### src/rtl/periph_xfer_scheduler_if.sv
// Processor-side queue port and the two peripheral send/ack handshakes of periph_xfer_scheduler.
// The scheduler uses the slave modport; the processor/peripheral side uses master.
interface periph_xfer_scheduler_if #(
    parameter int DW    = 16,
    parameter int DEPTH = 4
);
    logic                   in_valid;
    logic [DW-1:0]          in_data;
    logic                   in_ready;
    logic [DW-1:0]          dado1;
    logic                   send1;
    logic                   ack1;
    logic [DW-1:0]          dado2;
    logic                   send2;
    logic                   ack2;
    logic [$clog2(DEPTH):0] level;
    logic                   busy;
    logic [1:0]             err;

    modport slave (
        input  in_valid, in_data, ack1, ack2,
        output in_ready, dado1, send1, dado2, send2, level, busy, err
    );

    modport master (
        output in_valid, in_data, ack1, ack2,
        input  in_ready, dado1, send1, dado2, send2, level, busy, err
    );
endinterface

### src/rtl/periph_xfer_scheduler.sv
// Word FIFO feeding two peripherals over 4-phase send/ack handshakes, round-robin
// dispatch of the queue head to an idle channel, per-channel ack timeout with sticky error.
module periph_xfer_scheduler #(
    parameter int DW      = 16,
    parameter int DEPTH   = 4,
    parameter int TIMEOUT = 64
) (
    input logic                    clk,
    input logic                    rst,
    periph_xfer_scheduler_if.slave bus
);
    localparam int AW = $clog2(DEPTH);
    localparam int LW = AW + 1;
    localparam int CW = $clog2(TIMEOUT);

    typedef enum logic [1:0] {
        IDLE,
        REQ,
        REL
    } ch_state_t;

    logic [DW-1:0] mem [DEPTH];
    logic [AW-1:0] wptr;
    logic [AW-1:0] rptr;
    logic [LW-1:0] count;
    logic          rdy;
    logic          push;
    logic          pop;

    ch_state_t     st    [2];
    ch_state_t     st_n  [2];
    logic [CW-1:0] cnt   [2];
    logic [CW-1:0] cnt_n [2];
    logic [DW-1:0] dado  [2];
    logic [1:0]    ack;
    logic [1:0]    grant;
    logic [1:0]    abort;
    logic [1:0]    err_q;
    logic          rr;      // channel granted last: 0 = periph1, 1 = periph2

    assign ack  = {bus.ack2, bus.ack1};
    assign rdy  = (count != LW'(DEPTH));
    assign push = bus.in_valid && rdy;
    assign pop  = |grant;

    always_comb begin
        grant = '0;
        abort = '0;
        if (count != '0) begin
            if (st[0] == IDLE && st[1] == IDLE) grant = rr ? 2'b01 : 2'b10;
            else if (st[0] == IDLE)             grant = 2'b01;
            else if (st[1] == IDLE)             grant = 2'b10;
        end
        for (int unsigned i = 0; i < 2; i++) begin
            st_n[i]  = st[i];
            cnt_n[i] = cnt[i];
            unique case (st[i])
                IDLE: begin
                    if (grant[i]) begin
                        st_n[i]  = REQ;
                        cnt_n[i] = '0;
                    end
                end
                REQ: begin
                    // cnt counts completed REQ cycles, so send stays high exactly TIMEOUT cycles
                    if (ack[i]) begin
                        st_n[i] = REL;
                    end else if (cnt[i] == CW'(TIMEOUT - 1)) begin
                        st_n[i]  = IDLE;
                        abort[i] = 1'b1;
                    end else begin
                        cnt_n[i] = cnt[i] + 1'b1;
                    end
                end
                REL: begin
                    if (!ack[i]) st_n[i] = IDLE;
                end
                default: st_n[i] = IDLE;
            endcase
        end
    end

    always_ff @(posedge clk) begin
        if (rst) begin
            wptr  <= '0;
            rptr  <= '0;
            count <= '0;
            rr    <= 1'b1;
            err_q <= '0;
            for (int unsigned i = 0; i < 2; i++) begin
                st[i]   <= IDLE;
                cnt[i]  <= '0;
                dado[i] <= '0;
            end
        end else begin
            if (push) wptr <= wptr + 1'b1;
            if (pop)  rptr <= rptr + 1'b1;
            if (push && !pop)      count <= count + 1'b1;
            else if (!push && pop) count <= count - 1'b1;
            if (pop) rr <= grant[1];
            err_q <= err_q | abort;
            for (int unsigned i = 0; i < 2; i++) begin
                st[i]  <= st_n[i];
                cnt[i] <= cnt_n[i];
                if (grant[i]) dado[i] <= mem[rptr];
            end
        end
    end

    always_ff @(posedge clk) begin
        if (push) mem[wptr] <= bus.in_data;
    end

    assign bus.in_ready = rdy;
    assign bus.level    = count;
    assign bus.send1    = (st[0] == REQ);
    assign bus.send2    = (st[1] == REQ);
    assign bus.dado1    = dado[0];
    assign bus.dado2    = dado[1];
    assign bus.err      = err_q;
    assign bus.busy     = (count != '0) || (st[0] != IDLE) || (st[1] != IDLE);
endmodule
### src/flat_wrapper.sv
// flat-port wrapper written by rule: the top's interface ports become plain ports
module periph_xfer_scheduler_flat 
#(
    parameter int DW      = 16,
    parameter int DEPTH   = 4,
    parameter int TIMEOUT = 64
)
  (clk, rst, bus_in_valid, bus_in_data, bus_ack1, bus_ack2, bus_in_ready, bus_dado1, bus_send1, bus_dado2, bus_send2, bus_level, bus_busy, bus_err);
  periph_xfer_scheduler_if #(.DW(DW), .DEPTH(DEPTH)) bus_i ();
  input logic clk;
  input logic rst;
  input wire logic [$bits(bus_i.in_valid)-1:0] bus_in_valid;
  input wire logic [$bits(bus_i.in_data)-1:0] bus_in_data;
  input wire logic [$bits(bus_i.ack1)-1:0] bus_ack1;
  input wire logic [$bits(bus_i.ack2)-1:0] bus_ack2;
  output wire logic [$bits(bus_i.in_ready)-1:0] bus_in_ready;
  output wire logic [$bits(bus_i.dado1)-1:0] bus_dado1;
  output wire logic [$bits(bus_i.send1)-1:0] bus_send1;
  output wire logic [$bits(bus_i.dado2)-1:0] bus_dado2;
  output wire logic [$bits(bus_i.send2)-1:0] bus_send2;
  output wire logic [$bits(bus_i.level)-1:0] bus_level;
  output wire logic [$bits(bus_i.busy)-1:0] bus_busy;
  output wire logic [$bits(bus_i.err)-1:0] bus_err;
  assign bus_i.in_valid = bus_in_valid;
  assign bus_i.in_data = bus_in_data;
  assign bus_i.ack1 = bus_ack1;
  assign bus_i.ack2 = bus_ack2;
  assign bus_in_ready = bus_i.in_ready;
  assign bus_dado1 = bus_i.dado1;
  assign bus_send1 = bus_i.send1;
  assign bus_dado2 = bus_i.dado2;
  assign bus_send2 = bus_i.send2;
  assign bus_level = bus_i.level;
  assign bus_busy = bus_i.busy;
  assign bus_err = bus_i.err;
  periph_xfer_scheduler #(.DW(DW), .DEPTH(DEPTH), .TIMEOUT(TIMEOUT)) u_core (.clk(clk), .rst(rst), .bus(bus_i));
endmodule
### config.mk
export PLATFORM = sky130hd
export DESIGN_NAME = periph_xfer_scheduler_flat
export DESIGN_NICKNAME = d
export VERILOG_FILES = /design/src/rtl/periph_xfer_scheduler_if.sv /design/src/rtl/periph_xfer_scheduler.sv /design/src/flat_wrapper.sv
export SDC_FILE = /design/constraint.sdc
export NUM_CORES = 1
export LEC_CHECK = 0
export CORE_MARGIN = 2
export CORE_UTILIZATION = 60
export CTS_BUF_LIST = sky130_fd_sc_hd__clkbuf_8
export CTS_CLUSTER_DIAMETER = 40
export DETAILED_ROUTE_END_ITERATION = 8
export PLACE_DENSITY = 0.93
export SKIP_CTS_REPAIR_TIMING = 1
export SYNTH_ARGS = -nofsm -noshare
export SYNTH_HDL_FRONTEND = slang
export SYNTH_SLANG_ARGS = --single-unit
### constraint.sdc
create_clock -name clk -period 6.5 [get_ports clk]
set_input_delay 1.95 -clock clk [delete_from_list [all_inputs] [get_ports clk]]
set_output_delay 1.95 -clock clk [all_outputs]
set_load 0.03 [all_outputs]
* Word-level counts from Yosys, hierarchy flattened *
Memory sizes are Yosys's and may differ from the RTL's. A register that Yosys moved wholly into a read port is not among the register bits.
Cells that the tools add are included.

word-level totals
  bits in registers = 10
  memory bits (writable) = 112
  memories kept = 4
  input bits = 21

memories
  name         depth  bits a word  rd ports  clocked after Yosys merged registers in  wr ports  RTL line                     RTL
  u_core.mem   4      16           1         1                                        1         periph_xfer_scheduler.sv:22  logic [DW-1:0] mem [DEPTH];
  u_core.dado  2      16           2         0                                        2         periph_xfer_scheduler.sv:34  logic [DW-1:0] dado [2];
  u_core.cnt   2      6            2         0                                        2         periph_xfer_scheduler.sv:32  logic [CW-1:0] cnt [2];
  u_core.st    2      2            2         0                                        2         periph_xfer_scheduler.sv:30  ch_state_t st [2];

operators by class
  reductions and logical operators = 15
  mux-type cells = 50
  add/sub/neg operators = 6
  equality and inequality tests = 7
  bitwise gates (word level) = 7

operators by type and width
  cell                                                                number
  6-bit two-way mux                                                   8
  2-bit two-way mux                                                   17
  16-bit two-way mux                                                  2
  6-bit case mux with 2 select lines                                  2
  1-bit two-way mux                                                   17
  6-bit by 1-bit adder with 6-bit output, second input constant       2
  6-bit == test, second input constant                                2
  2-bit case mux with 3 select lines                                  2
  3-bit two-way mux                                                   2
  1-bit OR                                                            6
  2-bit nonzero test                                                  3
  2-bit by 1-bit adder with 2-bit output, second input constant       2
  2-bit by 1-bit == test with 1-bit output, second input constant     2
  2-bit == test, second input constant                                2
  1-bit logical AND                                                   4
  2-bit zero test                                                     2
  3-bit by 1-bit adder with 3-bit output, second input constant       1
  3-bit inequality test, second input constant                        1
  3-bit nonzero test                                                  1
  3-bit by 1-bit subtractor with 3-bit output, second input constant  1
  1-bit zero test                                                     2
  1-bit logical OR                                                    2
  2-bit OR                                                            1
  2-bit OR reduction                                                  1

* Logic depth before layout (Yosys ltp) *
Gate-level depths: netlist of the first run.

  depth after elaboration = 9
  mapped depth = 9

* Least setup slack after synthesis of the first run *
Ideal clock, no wire load.

  path type = input to register
  from = input bus_in_valid
  to = register u_core.count[2] (netlist: u_core.bus.level[2])
  required time = 6.430 ns
  stages = 7
  path buffers = 0
  path slack = 3.033 ns
  arrival = 3.397 ns
  path through = a21boi_2 ha_1 inv_1 fa_1 xor2_1 or3_1 a21oi_1

on the way
  longest elaborated chain between the ends = 4
  elaborated cells between the ends (all ways) = 6

ends and longest elaborated chain
  item                          RTL line                     RTL
  start: declaration            flat_wrapper.sv:12           input wire logic [$bits(bus_i.in_valid)-1:0] bus_in_valid;
  1-bit logical AND *           periph_xfer_scheduler.sv:43  assign push = bus.in_valid && rdy;
  1-bit zero test               periph_xfer_scheduler.sv:99  else if (!push && pop) count <= count - 1'b1;
  1-bit logical AND             periph_xfer_scheduler.sv:99
  2-bit nonzero test (no line)  -
  end signal: assignment        periph_xfer_scheduler.sv:98  if (push && !pop) count <= count + 1'b1;
  end signal: assignment        periph_xfer_scheduler.sv:99
  end: declaration              periph_xfer_scheduler.sv:25  logic [LW-1:0] count;

Every way passes the cells marked *; elsewhere a longest branch is shown, timed or not.
A chain may end at the register's enable or synchronous reset.

==> impl_metrics.py, run 1 <==
metrics = {
    "status": {
        "status": "finished clean",
    },
    "power_and_ir_drop": {
        "cellLeakagePower_uw": 0.00201,
        "intPower_uw": 1830,
        "comb_power_share_pct": 33.5,
        "peakVddDrop_mv": 0.177,
        "p_sw_share_pct": 34.5,
        "power.density_mw_per_mm2": 474,
        "power_switching_uw": 965,
        "seq_power_share_pct": 42.7,
        "clkPwrFrac_pct": 23.8,
    },
    "timing": {
        "slew_headroom_pct": 27.9,
        "fin_setup_tns_ns": 0,
        "max_freq_ghz": 0.245,
        "drv_slew": 0,
        "post-route-period-util_pct": 62.7,
        "hold_viol": 0,
        "clock_skew_ns": 0.0175,
        "period_minus_slack_ns": 4.08,
        "worstMarginPinSlew_ns": 1.08,
        "setup_viol": 0,
        "rsz0062_at_grt": "false",
    },
    "worst_setup_path": {
        "end_kind": "register",
        "worst_r2r_path_depth": 8,
        "cp-startpoint": "rst",
        "reg2reg_to": "u_core.bus.level[2]",
        "critical_path_required_ns": 6.55,
        "r2r_slack_ns": 4.06,
        "crit_path_end": "u_core.dado[0][10]",
        "critPathLaunchType": "primary input",
        "cp.arrival_ns": 4.12,
        "reg2reg_from": "u_core.st[0][2]",
        "crit_type": "primary input to register",
        "cp_max_fo": 24,
    },
    "logic_synthesis": {
        "synth_cells": 287,
        "ys_seq_area_share_pct": 71.4,
        "synth_top_area_share_pct": 59.8,
        "synth_top_cell_by_area": "edfxtp_1",
        "synth-edff-count": 96,
        "syn-num-nets": 316,
        "yosysUniqueCellTypes": 49,
        "avgSynthCellArea_um2": 16.8,
        "synth-seq-cells": 124,
        "synthFlopType": "edfxtp_1",
        "synth_area_mm2": 0.00482,
        "yosysWarnings": 0,
        "synth_area_leaders": "edfxtp_1 (60%), dfxtp_1 (12%), mux4_2 (7.5%)",
        "synthArstFlopShare_pct": 0,
    },
    "grt": {
        "grt_overflow": 0,
        "grt_pass1_wl_um": 15500,
        "grt_max_degree": 25,
        "antenna_found_initial": 0,
        "grtUsageTotal_pct": 24.8,
        "grt_pass1_vias": 2863,
    },
    "layout": {
        "fill_cells": 438,
        "diodes": 0,
        "layout.nets": 386,
        "seqCellArea_mm2": 0.00344,
        "syn_to_final_growth_pct": 22.4,
        "final_area_mm2": 0.00590,
        "layout-drive-gt1-share_pct": 15.7,
        "multi_input_area_mm2": 0.00130,
    },
    "hold_path": {
        "hold_path_class": "register to register",
        "hold_path_depth": 2,
    },
    "placement": {
        "gp_congestion": 0.825,
        "portBuffers": 61,
        "placed_cell_area_mm2": 0.00551,
        "hpwlAfterDp_um": 5630,
    },
    "clock_tree": {
        "cts_max_level": 4,
        "cts_num_sinks": 124,
        "cts_tree": "yes",
        "numCtsBuffers": 17,
        "cts_buffer_depth": 2,
        "cts.root.buffer_cell": "clkbuf_8",
        "clk_latency_ns": 0.43,
        "path_clk_slew_ns": 0.06,
    },
    "detailed_routing": {
        "via_per_inst": 6.01,
        "wl_um": 10000,
        "wire_per_inst_um": 21.3,
        "drtIter0Drc": 380,
        "first_pass_iters": 6,
        "vias": 2837,
        "drc_errors": 0,
        "final_antenna_net_count": 0,
    },
    "floorplan": {
        "core_area_mm2": 0.00777,
        "start_util_pct": 62.1,
        "chipWidth_um": 93.6,
        "io_pins": 62,
        "die_h_um": 93.6,
        "rows": 32,
        "die_area_mm2": 0.00877,
    },
    "flow_run": {
        "maxCapViolCount": 0,
    },
}
==> critical path: stages <==
cell and delay (ns):
clkdlybuf4s50_1 1.04, inv_1 0.45, nand2_1 0.67
==> cells by family (layout without fill, tap and decap cells) <==
group | count (synthesis) | after routing | synth area share [%]
adder cells (fa/ha/maj) | 8 | 8 | 2.23
XOR/XNOR | 7 | 7 | 1.27
multiplexers | 18 | 18 | 7.89
flip-flops | 124 | 124 | 71.4
AND/OR/NAND/NOR | 79 | 79 | 9.63
buffers and inverters | 16 | 99 | 1.53
AO/OA/AOI/OAI | 35 | 35 | 6.02
==> layer usage <==
layer | up-vias | wire length, µm | track usage, % | part of all wire (%)
met4 | 0 | 506 | 15.1 | 5.0
met3 | 41 | 683 | 6.20 | 6.8
met2 | 167 | 4990 | 39.7 | 50
li1 | 1250 | - | - | -
met5 | - | 0 | 0 | 0
met1 | 1379 | 3860 | 30.5 | 38
==> layout make-up <==
class | instances | share of cell area, %
Sequential cell | 124 | 58.4
Multi-Input combinational cell | 147 | 22.1
Timing Repair Buffer | 61 | 10.3
Clock buffer | 17 | 3.97
Clock inverter | 15 | 2.67
Tap cell | 102 | 2.16
Inverter | 6 | 0.382
==> through the flow <==
step                hold WS [ns]  total power, µW  std cells  utilization (%)  setup WS, ns
floorplan                  0.471             1790        287                -          3.03
global placement           0.455             2070        440             70.9          2.20
detailed placement         0.464             2110        440             70.9          2.15
CTS                        0.528             2800        472             76.0          2.45
global route               0.541             2900        472             76.0          2.32
finish                     0.531             2800        472             76.0          2.42
==> synth_stat cells (2+ instances only) <==
| master | instances |
|---|---|
| a31oi_1 | 2 |
| ha_1 | 7 |
| nand2b_1 | 2 |
| nor2_1 | 16 |
| nor3_1 | 2 |
| o21ai_1 | 2 |
| a41oi_1 | 3 |
| edfxtp_1 | 96 |
| clkbuf_1 | 4 |
| nand2_1 | 10 |
| buf_4 | 3 |
| nor2b_1 | 17 |
| nand3_1 | 8 |
| xor2_1 | 6 |
| and3_1 | 3 |
| o211ai_1 | 3 |
| dfxtp_1 | 28 |
| a311oi_1 | 6 |
| inv_1 | 6 |
| or3_1 | 2 |
| o32ai_1 | 2 |
| buf_2 | 2 |
| and2_1 | 5 |
| nand3b_1 | 2 |
| a21oi_1 | 6 |
| nor2_2 | 2 |
| o21ai_0 | 4 |
| mux4_2 | 16 |
| mux2i_1 | 2 |
==> power groups by stage <==
stage          Clock [µW]  Combinational [µW]  Sequential, µW
6_report              666                 937            1190
5_1_grt               705                 983            1210
4_1_cts               673                 935            1190
3_5_place_dp            0                 910            1200
3_3_place_gp            0                 883            1190
2_1_floorplan           0                 450            1340
==> registers in the layout, indices dropped and copies added (netlist names), named ones only <==
| signal | cells |
|---|---|
| u_core.rptr | 2 |
| u_core.st | 4 |
| u_core.bus.err | 2 |
| u_core.dado | 32 |
| u_core.bus.level | 3 |
| u_core.rr | 1 |
| u_core.mem | 64 |
| u_core.wptr | 2 |
| u_core.cnt | 12 |
==> worst min-delay path by stage <==
| stage | to | slack (ns) | from |
|---|---|---|---|
| final | u_core.bus.err[1] | 0.53 | u_core.bus.err[1] |
| after global routing | u_core.bus.err[0] | 0.54 | u_core.bus.err[0] |
| after CTS | u_core.bus.err[1] | 0.53 | u_core.bus.err[1] |
| after detailed placement | u_core.bus.err[0] | 0.46 | u_core.bus.err[0] |
| after global placement | u_core.bus.err[1] | 0.45 | u_core.bus.err[1] |
| after floorplan | u_core.cnt[0][7] | 0.47 | u_core.cnt[0][7] |
==> cells in the final DEF, fill, tap and decap left out, types with 2 or more instances in the layout <==
cell             instances
nand3_1                  8
nor2b_1                 17
xor2_1                   6
and3_1                   3
bufinv_16                3
o32ai_1                  2
clkbuf_8                17
or3_1                    2
nand2_1                 10
o21ai_1                  2
clkinv_1                 2
nor3_1                   2
clkinv_2                 4
a41oi_1                  3
a311oi_1                 6
a31oi_1                  2
inv_1                    8
o21ai_0                  4
and2_1                   5
nor2_2                   2
a21oi_1                  6
nand3b_1                 2
edfxtp_1                96
nor2_1                  16
dfxtp_1                 28
clkinvlp_4               2
mux4_2                  16
o211ai_1                 3
clkdlybuf4s50_1         61
clkinv_4                 2
mux2i_1                  2
ha_1                     7
nand2b_1                 2
Power figures use the tool's default switching activity.
==> run 2: changes to the inputs <==
--- a/config.mk
+++ b/config.mk
@@ -6,11 +6,11 @@
 export NUM_CORES = 1
 export LEC_CHECK = 0
 export CORE_MARGIN = 2
-export CORE_UTILIZATION = 60
+export CORE_UTILIZATION = 57
 export CTS_BUF_LIST = sky130_fd_sc_hd__clkbuf_8
 export CTS_CLUSTER_DIAMETER = 40
 export DETAILED_ROUTE_END_ITERATION = 8
-export PLACE_DENSITY = 0.93
+export PLACE_DENSITY = 0.89
 export SKIP_CTS_REPAIR_TIMING = 1
 export SYNTH_ARGS = -nofsm -noshare
 export SYNTH_HDL_FRONTEND = slang
==> constraint.sdc (replaced) <==
create_clock -name clk -period 3.9 [get_ports clk]
set_input_delay 1.17 -clock clk [delete_from_list [all_inputs] [get_ports clk]]
set_output_delay 1.17 -clock clk [all_outputs]
set_load 0.03 [all_outputs]
==> impl_metrics.py, run 2 (synthesized netlist as in run 1, its figures left out) <==
metrics = {
    "timing": {
        "slew_headroom_pct": 28.1,
        "clock_skew_ns": 0.00941,
        "max_freq_ghz": 0.311,
        "period_minus_slack_ns": 3.22,
        "fin_setup_tns_ns": 0,
        "worstMarginPinSlew_ns": 1.08,
        "drv_slew": 0,
        "setup_viol": 0,
        "rsz0062_at_grt": "false",
        "hold_viol": 0,
        "post-route-period-util_pct": 82.5,
    },
    "placement": {
        "hpwlAfterDp_um": 5830,
        "gp_congestion": 0.873,
        "portBuffers": 61,
        "placed_cells": 447,
    },
    "detailed_routing": {
        "vias": 2735,
        "final_antenna_net_count": 0,
        "wire_per_inst_um": 18.1,
        "wl_um": 8680,
        "via_per_inst": 5.71,
        "drtIter0Drc": 210,
        "drc_errors": 0,
        "first_pass_iters": 4,
    },
    "power_and_ir_drop": {
        "power.density_mw_per_mm2": 771,
        "peakVddDrop_mv": 0.366,
        "cellLeakagePower_uw": 0.00202,
        "power.total_uw": 4580,
    },
    "worst_setup_path": {
        "reg2reg_from": "u_core.st[0][2]",
        "cp.arrival_ns": 2.05,
        "critPathLaunchType": "register",
        "cp_max_fo": 6,
        "end_kind": "primary output",
        "critical_path_required_ns": 2.73,
        "cp-startpoint": "u_core.bus.level[0]",
        "crit_type": "register to primary output",
    },
    "clock_tree": {
        "cts_num_sinks": 124,
        "numCtsBuffers": 17,
        "cts_tree": "yes",
        "cts_buffer_depth": 2,
        "clk_latency_ns": 0.42,
        "cts_max_level": 4,
        "cts.root.buffer_cell": "clkbuf_8",
        "path_clk_slew_ns": 0.07,
    },
    "floorplan": {
        "rows": 33,
        "core_area_mm2": 0.00822,
        "die_h_um": 96.0,
        "io_pins": 62,
        "start_util_pct": 58.7,
        "chipWidth_um": 96.0,
        "die_area_mm2": 0.00921,
    },
    "grt": {
        "grtUsageTotal_pct": 20.8,
        "grt_max_degree": 24,
        "gr-usage-met1_pct": 25.4,
        "antenna_found_initial": 0,
        "met3_usage_pct": 6.19,
        "grt_overflow": 0,
        "grtUsageMet2_pct": 33.0,
        "busiest_layer": "met2",
        "grt_pass1_wl_um": 13500,
        "grt_pass1_vias": 2749,
    },
    "layout": {
        "largest_reg_flops": 64,
        "diodes": 0,
        "final_common_cell": "edfxtp_1",
        "largest-register": "u_core.mem",
        "reg_top3": "u_core.mem (64), u_core.dado (32), u_core.cnt (12)",
        "layout-drive-gt1-share_pct": 17.6,
        "final_cell_mix": "edfxtp_1 (96), clkdlybuf4s50_1 (61), dfxtp_1 (28)",
        "final_cells": 479,
        "layout.nets": 390,
        "syn_to_final_growth_pct": 23.3,
    },
    "status": {
        "status": "finished clean",
    },
    "hold_path": {
        "hp-start": "u_core.bus.err[0]",
        "hold_path_class": "register to register",
    },
    "flow_run": {
        "maxCapViolCount": 0,
    },
}
run 2: stage by stage:
| step | setup WS, ns | util [%] | area [µm²] | hold slack (ns) |
|---|---|---|---|---|
| final | 0.681 | 72.3 | 5940 | 0.473 |
| after global routing | 0.570 | 72.3 | 5940 | 0.528 |
| after CTS | 0.658 | 72.3 | 5940 | 0.476 |
| after floorplan | 1.21 | - | 4820 | 0.471 |
| after global placement | 0.705 | 67.4 | 5540 | 0.456 |
| after detailed placement | 0.609 | 67.4 | 5540 | 0.459 |
run 2: report_power, final:
group          internal (µW)  switching [µW]  leakage [µW]
combinational            670             853      0.000673
sequential              1760             197       0.00115
clock                    578             521      0.000191
run 2: area by class of cell:
| type | count | area (µm²) |
|---|---|---|
| timing repair buffer | 65 | 641 |
| clock inverter | 15 | 168 |
| tap | 105 | 131 |
| clock buffer | 17 | 234 |
| inverter | 6 | 22.5 |
| fill | 483 | 2270 |
| multi-input combinational | 147 | 1300 |
| sequential | 124 | 3440 |
run 2: critical path, cell delays in order (launching register included):
cell and delay, ns:
dfxtp_1 0.38, nor3_1 0.48, nand3_1 0.14, clkdlybuf4s50_1 0.62
run 2: per-layer routing:
metal,up-vias,part of all wire [%]
met4,0,2.4
met2,108,52
met3,22,5.6
li1,1258,-
met5,-,0
met1,1347,40
run 2: final timing paths:
kind | cells past startpoint | to | slack (ns)
setup / recovery | 3 | bus_busy | 0.68
hold / removal | 2 | u_core.bus.err[0] | 0.47
hold reg to reg | 2 | u_core.bus.err[0] | 0.47
setup reg to reg | 8 | u_core.bus.level[2] | 1.56
==> run 3: changes to the inputs <==
--- a/config.mk
+++ b/config.mk
@@ -6,11 +6,11 @@
 export NUM_CORES = 1
 export LEC_CHECK = 0
 export CORE_MARGIN = 2
-export CORE_UTILIZATION = 57
+export CORE_UTILIZATION = 51
 export CTS_BUF_LIST = sky130_fd_sc_hd__clkbuf_8
 export CTS_CLUSTER_DIAMETER = 40
 export DETAILED_ROUTE_END_ITERATION = 8
-export PLACE_DENSITY = 0.89
+export PLACE_DENSITY = 0.84
 export SKIP_CTS_REPAIR_TIMING = 1
 export SYNTH_ARGS = -nofsm -noshare
 export SYNTH_HDL_FRONTEND = slang
==> constraint.sdc (replaced) <==
create_clock -name clk -period 2.6 [get_ports clk]
set_input_delay 0.78 -clock clk [delete_from_list [all_inputs] [get_ports clk]]
set_output_delay 0.78 -clock clk [all_outputs]
set_load 0.03 [all_outputs]
==> impl_metrics.py, run 3 (synthesized netlist as in run 1, its figures left out) <==
metrics = {
    "layout": {
        "fill_cells": 599,
        "largest_reg_flops": 64,
        "layout-drive-gt1-share_pct": 19.6,
        "layout.nets": 398,
        "multi_input_area_mm2": 0.00132,
        "reg_top3": "u_core.mem (64), u_core.dado (32), u_core.cnt (12)",
        "final_cell_mix": "edfxtp_1 (96), clkdlybuf4s50_1 (58), dfxtp_1 (25)",
        "largest-register": "u_core.mem",
        "seqCellArea_mm2": 0.00345,
        "diodes": 0,
        "syn_to_final_growth_pct": 25.9,
        "final_common_cell": "edfxtp_1",
        "final_area_mm2": 0.00607,
    },
    "floorplan": {
        "start_util_pct": 52.4,
        "core_area_mm2": 0.00920,
        "die_area_mm2": 0.0102,
        "io_pins": 62,
        "rows": 35,
        "chipWidth_um": 101,
        "die_h_um": 101,
    },
    "power_and_ir_drop": {
        "cellLeakagePower_uw": 0.00211,
        "peakVddDrop_mv": 0.554,
        "seq_power_share_pct": 41.9,
        "clkPwrFrac_pct": 23.0,
        "p_sw_share_pct": 33.7,
        "power.density_mw_per_mm2": 1140,
        "comb_power_share_pct": 35.2,
        "intPower_uw": 4580,
        "power_switching_uw": 2330,
    },
    "detailed_routing": {
        "wl_um": 8280,
        "drc_errors": 0,
        "first_pass_iters": 4,
        "wire_per_inst_um": 16.8,
        "drtIter0Drc": 139,
        "via_per_inst": 5.53,
        "vias": 2724,
        "final_antenna_net_count": 0,
    },
    "hold_path": {
        "min_to": "u_core.bus.err[1]",
        "hp-start": "u_core.bus.err[1]",
        "hold_path_depth": 2,
        "hold_path_class": "register to register",
    },
    "timing": {
        "max_freq_ghz": 0.406,
        "drv_slew": 0,
        "period_minus_slack_ns": 2.46,
        "slew_headroom_pct": 49.8,
        "clock_skew_ns": 0.00933,
        "hold_slack_ns": 0.483,
        "rsz0062_at_grt": "false",
        "setup_viol": 0,
        "post-route-period-util_pct": 94.7,
        "hold_viol": 0,
        "worstMarginPinSlew_ns": 0.751,
    },
    "worst_setup_path": {
        "cp_max_fo": 6,
        "crit_path_max_incr_delay_ns": 0.67,
        "crit_path_cell_trace": "nor2_1 > nand2_1 > clkdlybuf4s50_1",
        "r2r_slack_ns": 0.37,
        "reg2reg_to": "u_core.bus.level[2]",
        "worst_r2r_path_depth": 8,
        "crit_type": "register to primary output",
        "crit_path_top_delay_cell": "clkdlybuf4s50_1",
        "critPathLaunchType": "register",
        "reg2reg_from": "u_core.bus.level[1]",
        "end_kind": "primary output",
        "path_buf_inv": 1,
        "critical-path-top-delay-family": "buffers and inverters",
        "critical_path_required_ns": 1.82,
        "cp.arrival_ns": 1.68,
    },
    "clock_tree": {
        "cts_buffer_depth": 2,
        "cts.root.buffer_cell": "clkbuf_8",
        "numCtsBuffers": 17,
        "clk_latency_ns": 0.43,
        "cts_num_sinks": 124,
        "cts_tree": "yes",
        "cts_max_level": 4,
        "path_clk_slew_ns": 0.07,
    },
    "grt": {
        "antenna_found_initial": 0,
        "grt_overflow": 0,
        "grtUsageTotal_pct": 17.3,
        "grt_max_degree": 22,
        "grt_pass1_vias": 2675,
        "grt_pass1_wl_um": 13100,
    },
    "placement": {
        "hpwlAfterDp_um": 5600,
        "placed_cell_area_mm2": 0.00566,
        "portBuffers": 61,
        "gp_congestion": 0.857,
    },
    "status": {
        "status": "finished clean",
    },
    "flow_run": {
        "maxCapViolCount": 0,
    },
}
==> run 3: layout make-up <==
class	instances	area share [%]
multi-input cells	147	21.7
clock inverters	15	2.47
inverters	6	0.371
well taps	111	2.29
flip-flops and latches	124	56.8
clock buffers	17	3.85
repair buffers	73	12.5
==> run 3: worst max-delay path by stage <==
stage               slack [ns]           startpoint                  end  cells past startpoint
floorplan                 0.30         bus_in_valid  u_core.bus.level[2]                      7
global route              0.05  u_core.bus.level[0]         bus_in_ready                      3
global placement         -0.03         bus_in_valid  u_core.bus.level[2]                      8
CTS                      -0.18  u_core.bus.level[1]             bus_busy                      3
finish                    0.14  u_core.bus.level[0]         bus_in_ready                      3
detailed placement       -0.08         bus_in_valid  u_core.bus.level[2]                      8
==> run 3: power by group through the flow <==
stage	Sequential [µW]	Combinational (µW)	Clock [µW]
final	2890	2430	1590
after global routing	2940	2620	1690
after CTS	2880	2440	1620
after detailed placement	2920	2430	0
after global placement	2890	2370	0
after floorplan	3340	1120	0
==> run 3: tightest hold or removal path, cell delays in order (launching register included) <==
cell,delay [ns]
dfxtp_1,0.33
a31oi_1,0.04
nor2_1,0.07
==> run 3: stage by stage <==
stage	std cells	power [µW]	util, %	setup TNS [ns]	setup WS [ns]
2_1_floorplan	287	4460	-	0	0.303
3_3_place_gp	461	5260	61.5	-0.0348	-0.0348
3_5_place_dp	461	5350	61.5	-0.0762	-0.0762
4_1_cts	493	6950	65.7	-0.232	-0.184
5_1_grt	493	7240	66.0	0	0.0500
6_report	493	6900	66.0	0	0.137
==> run 3: metal layers <==
metal,vias to the layer above,routed length [µm],track usage (%)
met1,1347,3470,20.8
li1,1279,-,-
met3,9,402,5.87
met2,89,4320,29.5
met4,0,88,5.61
met5,-,0,0
